**config.mk**
```make
export PLATFORM = sky130hd
export DESIGN_NAME = regfile_sb
export DESIGN_NICKNAME = d
export VERILOG_FILES = /design/src/rtl/regfile_sb.sv
export SDC_FILE = /design/constraint.sdc
export NUM_CORES = 2
export LEC_CHECK = 0
export ABC_AREA = 1
export BUFFER_PORTS_ARGS = -buffer_cell sky130_fd_sc_hd__buf_2
export CAP_MARGIN = 20
export CELL_PAD_IN_SITES_DETAIL_PLACEMENT = 0
export CELL_PAD_IN_SITES_GLOBAL_PLACEMENT = 2
export CORE_MARGIN = 3
export CORE_UTILIZATION = 30
export DETAILED_ROUTE_END_ITERATION = 16
export PLACE_DENSITY = 0.7
export SKIP_CTS_REPAIR_TIMING = 1
export SLEW_MARGIN = 20
export SYNTH_ARGS = -nofsm -noshare
export SYNTH_HDL_FRONTEND = slang
export SYNTH_SLANG_ARGS = --single-unit
export TNS_END_PERCENT = 20
```
**constraint.sdc**
```tcl
create_clock -name clock -period 47.7 [get_ports clock]
set_input_delay 9.54 -clock clock [delete_from_list [all_inputs] [get_ports clock]]
set_output_delay 9.54 -clock clock [all_outputs]
set_load 0.02 [all_outputs]
```
**src/rtl/regfile_sb.sv**
```systemverilog
// ----------------------------------------------------------------------------
// regfile_sb: integer register file with a scoreboard
//
// Holds NREGS registers of XLEN bits. Register 0 is hard-wired to zero. Each
// register carries a busy bit that is set when an instruction reserves it as
// its destination (issue port) and cleared when the result comes back (write
// port). The number of outstanding reservations is capped at MAX_PENDING.
//
// Ports
//   clock            rising-edge clock
//   reset            asynchronous active-high reset
//   rs1_* / rs2_*    two combinational read ports: data and busy flag
//   rd_*             write port (address, enable, data)
//   issue_valid      request to reserve issue_rd as a destination
//   issue_rd         destination to reserve
//   issue_ready      reservation would be accepted this cycle
//   pending_count    number of outstanding reservations
//
// Configuration
//   REGFILE_SB_BYPASS_EN  when defined, a write in flight is forwarded to a
//                         read port addressing the same register in the same
//                         cycle (data = write data, busy = 0). When undefined,
//                         reads see the stored value until the next cycle.
// ----------------------------------------------------------------------------
module regfile_sb #(
    parameter int unsigned XLEN        = 32,
    parameter int unsigned NREGS       = 32,
    parameter int unsigned MAX_PENDING = 4,
    localparam int unsigned AW         = $clog2(NREGS),
    localparam int unsigned PW         = $clog2(MAX_PENDING + 1)
) (
    input  logic            clock,
    input  logic            reset,
    input  logic [AW-1:0]   rs1_address,
    output logic [XLEN-1:0] rs1_read_data,
    output logic            rs1_busy,
    input  logic [AW-1:0]   rs2_address,
    output logic [XLEN-1:0] rs2_read_data,
    output logic            rs2_busy,
    input  logic [AW-1:0]   rd_address,
    input  logic            rd_write_enable,
    input  logic [XLEN-1:0] rd_write_data,
    input  logic            issue_valid,
    input  logic [AW-1:0]   issue_rd,
    output logic            issue_ready,
    output logic [PW-1:0]   pending_count
);

    localparam logic [PW-1:0] MaxPending = PW'(MAX_PENDING);

    // ------------------------------------------------------------------------
    // State
    // ------------------------------------------------------------------------
    logic [XLEN-1:0]  regs_q [NREGS];
    logic [XLEN-1:0]  regs_d [NREGS];
    logic [NREGS-1:0] busy_q;
    logic [NREGS-1:0] busy_d;
    logic [PW-1:0]    pending_q;
    logic [PW-1:0]    pending_d;

    // ------------------------------------------------------------------------
    // Write / issue qualification
    // ------------------------------------------------------------------------
    logic wr_en;       // write to a real (non-zero) register
    logic wr_clears;   // that write retires an outstanding reservation
    logic issue_fire;  // reservation actually taken this cycle

    assign wr_en     = rd_write_enable && (rd_address != '0);
    assign wr_clears = wr_en && busy_q[rd_address];

    // Reserving x0 is always "accepted" but has no effect; otherwise the
    // target must be free and there must be room for another reservation.
    // Deliberately independent of issue_valid so the issuer can look ahead.
    always_comb begin
        issue_ready = 1'b1;
        if (issue_rd != '0) begin
            issue_ready = !busy_q[issue_rd] && (pending_q < MaxPending);
        end
    end

    assign issue_fire = issue_valid && issue_ready && (issue_rd != '0);

    // ------------------------------------------------------------------------
    // Next-state
    // ------------------------------------------------------------------------
    always_comb begin
        regs_d    = regs_q;
        busy_d    = busy_q;
        pending_d = pending_q;

        if (wr_en) begin
            regs_d[rd_address] = rd_write_data;
            busy_d[rd_address] = 1'b0;
        end

        // Applied after the write so that a write and a reservation of the
        // same (free) register in one cycle leaves it busy. A busy register
        // cannot be reserved, so the opposite ordering question never arises.
        if (issue_fire) begin
            busy_d[issue_rd] = 1'b1;
        end

        busy_d[0] = 1'b0;

        // The counter moves only when exactly one side changes it; the
        // issue_ready guard keeps it at or below MaxPending and wr_clears
        // implies at least one reservation, so it cannot underflow.
        case ({issue_fire, wr_clears})
            2'b10:   pending_d = pending_q + PW'(1);
            2'b01:   pending_d = pending_q - PW'(1);
            default: pending_d = pending_q;
        endcase
    end

    always_ff @(posedge clock or posedge reset) begin
        if (reset) begin
            regs_q    <= '{default: '0};
            busy_q    <= '0;
            pending_q <= '0;
        end else begin
            regs_q    <= regs_d;
            busy_q    <= busy_d;
            pending_q <= pending_d;
        end
    end

    // ------------------------------------------------------------------------
    // Read ports
    // ------------------------------------------------------------------------
    // Forwarding is suppressed while reset is asserted so the read ports show
    // the cleared state even if a write strobe is presented during reset.
    logic fwd_en;
`ifdef REGFILE_SB_BYPASS_EN
    assign fwd_en = wr_en && !reset;
`else
    assign fwd_en = 1'b0;
`endif

    always_comb begin
        rs1_read_data = '0;
        rs1_busy      = 1'b0;
        if (rs1_address != '0) begin
            if (fwd_en && (rs1_address == rd_address)) begin
                rs1_read_data = rd_write_data;
                rs1_busy      = 1'b0;
            end else begin
                rs1_read_data = regs_q[rs1_address];
                rs1_busy      = busy_q[rs1_address];
            end
        end
    end

    always_comb begin
        rs2_read_data = '0;
        rs2_busy      = 1'b0;
        if (rs2_address != '0) begin
            if (fwd_en && (rs2_address == rd_address)) begin
                rs2_read_data = rd_write_data;
                rs2_busy      = 1'b0;
            end else begin
                rs2_read_data = regs_q[rs2_address];
                rs2_busy      = busy_q[rs2_address];
            end
        end
    end

    assign pending_count = pending_q;

    // ------------------------------------------------------------------------
    // Invariants
    // ------------------------------------------------------------------------
`ifndef SYNTHESIS
    // The counter is a cached popcount of the busy vector.
    a_pending_matches_busy: assert property (
        @(posedge clock) disable iff (reset)
        $countones(busy_q) == int'(pending_q)
    );

    a_pending_bounded: assert property (
        @(posedge clock) disable iff (reset)
        pending_q <= MaxPending
    );

    a_x0_never_busy: assert property (
        @(posedge clock) disable iff (reset)
        !busy_q[0]
    );
`endif

endmodule

```
==> metrics <==
outcome finished clean; layout cell share with drive strength beyond 1 0.06967; fin nets 7695; Die Ht 444.4 um; worst hold slack around 0.38 ns; Max VDD drop 0.02981 mV; # rows 160; syn_nets 8060; Max Cap Violations 0; global-route wire length before repair 412100 um; Setup crit end kind output pin; clk buf depth 3; Clock Skew approximately 0.014 ns; CTS tree done; Max Slew Vio Count 0; multi-input logic area roughly 27000 um^2; post-synthesis async set-or-reset flop share 1.000; DR DRC count 0; chip width between 400 and 500 um; Post-Syn Area per Cell slightly above 7 um^2; Min Clock Period, post-route between 20 and 25 ns; Tcrit/Tclk final 0.5160; Post-Layout Cell Count 10270; detailed placement HPWL 157100 um; hold path start regs_q[993]$_DFFE_PP0P_; Bufs and invs on worst path 7; Finish-stage setup viols 0; Synth Register Bits between 1000 and 1500; sequential cell area roughly 26000 um^2; WL per Instance 28.14 um; clock latency on the worst-skew pair 0.78 ns; fill count 20460; Inst Count DP 10010; H-tree depth 4; EDFF count, synth 0; most common cell after layout, fill and taps aside nand2_1; final hold violation count 0; critical path, cell by cell buf_8, buf_4, buf_4, buf_4, buf_4, buf_4, nor2_1, nor2_1, o21ai_0, nand4_1, nand3_1, nand3_1, nand2_1, nor2_1, buf_2; YS warnings 0; Initial Utilization 0.3025; vias in the first global route 54400; reg2reg start busy_q[3]$_DFF_PP0_; die area 197500 um^2; P&R area growth vs syn 11.19%; I/O Pins 126; CP Launch Type input pin; cell area after layout around 64000 um^2; Syn Inst Count around 8000; Worst Path Max Fanout between 80 and 90; Post-Syn Area 57660 um^2; first-iteration detailed-routing DRC count between 6000 and 7000; Tot GR Track Use 0.2863; worst setup path class in -> out; slowest stage cell, crit path buf_4; Tot Pwr ~2800 uW; slew margin rel. 0.2213; PwrDens 43.60 nW/um^2; aggregate global routing overflow 0; Leak Pwr between 0.02 and 0.03 uW; post-synth cell types 33; post-route ant nets 0; Sink Count approximately 1100; CTS root buf clkbuf_16; DRT Pass-1 Iters 8; initial antenna violation count 28; most frequent cells in the layout nand2_1, o21ai_0, dfrtp_1, nand3_1, nor2_1; required time worst endpoint 38.16 ns; Max Clk Rate 40.63 MHz; R2R setup slack 45.27 ns; via count 56970; Port Buf Inserts 125; max incr delay on CP 0.73 ns; CTS Buf Count 133; RSZ-0062 raised after global routing false; Synth Flop Type dfrtp_1; CP arrival 15.07 ns; worst min path class reg -> reg; Post-DP Area 59630 um^2; GP Congestion a little over 0.8; CP most frequent cell buf_4; hold worst-path end regs_q[993]$_DFFE_PP0P_; sum of routed wire length over all layers 288900 um; R2R cell count 12; Seq/Total Area, Yosys 0.4592; CP top delay family buffers and inverters; reg2reg end pending_count[2]$_DFFE_PP0P_; DR vias/cell 5.550; Reg clk slew, reported paths 0.06 ns; core area 190600 um^2; pin count of the biggest net entering global routing 173; WHS Path Cells 0; setup_tns 0 ns; Worst Max-Slew Pin Slew 1.164 ns
==> per-stage QoR <==
stage | worst slack [ns] | util
after floorplan | 8.380 | -
after global placement | 23.17 | 0.3129
after detailed placement | 23.17 | 0.3129
after CTS | 23.17 | 0.3362
after global routing | 22.97 | 0.3362
final | 23.09 | 0.3364
==> where the power goes <==
group / switching [uW] / leakage, uW / internal (uW)
clock network: 424 / 0.00220 / 629
logic: 362 / 0.0131 / 176
registers: 128 / 0.0133 / 1080
==> registers in the layout, summed over array words and instances (netlist names) <==
register and flops:
busy_q 31, pending_count 3, regs_q 1024
==> routing by layer <==
metal,vias up,GRT usage,routed length (um)
met2,2255,0.4674,133200
met4,4,0.1182,12500
met3,475,0.04305,19230
met5,-,0,26
met1,28350,0.3790,123900
li1,25890,-,-
==> synthesized netlist by cell type (67+ instances only) <==
cell      count  area share
o21ai_0    1611        0.14
nand2_1    2195        0.14
o211ai_1     89       0.012
buf_2       208       0.018
clkbuf_1    468       0.030
a22oi_1     102       0.013
o21ai_1      67      0.0058
nor2_1      564       0.037
inv_1       355       0.023
nand3_1     588       0.051
dfrtp_1    1058        0.46
a21oi_1     407       0.035
==> logic make-up after synthesis <==
kind of cell	Yosys count	synth area share
buf+inv	1130	0.07973
compound gates	2397	0.2211
fa+ha+maj	2	0.0005642
simple gates	3413	0.2391
flops	1058	0.4592
xor+xnor	2	0.0003039
==> cell type report <==
class | instances | share of cell area
multi-input combinational | 5814 | 0.4181
inverter | 383 | 0.02319
sequential | 1058 | 0.4130
clock buffer | 197 | 0.06202
tap | 2511 | 0.04900
timing repair buffer | 247 | 0.02678
clock inverter | 38 | 0.007240
antenna | 18 | 0.0007026
==> worst max path at each step <==
stage / from / end / slack [ns] / cells after the start
global placement: rs2_address[0] / rs2_read_data[5] / 23.17 / 15
detailed placement: rs2_address[0] / rs2_read_data[5] / 23.17 / 15
global route: rs2_address[0] / rs2_read_data[5] / 22.97 / 15
finish: rs2_address[0] / rs2_read_data[5] / 23.09 / 15
floorplan: reset / busy_q[10]$_DFF_PP0_ / 8.38 / 1
CTS: rs2_address[0] / rs2_read_data[5] / 23.17 / 15
(Power assumes the default switching activity.)
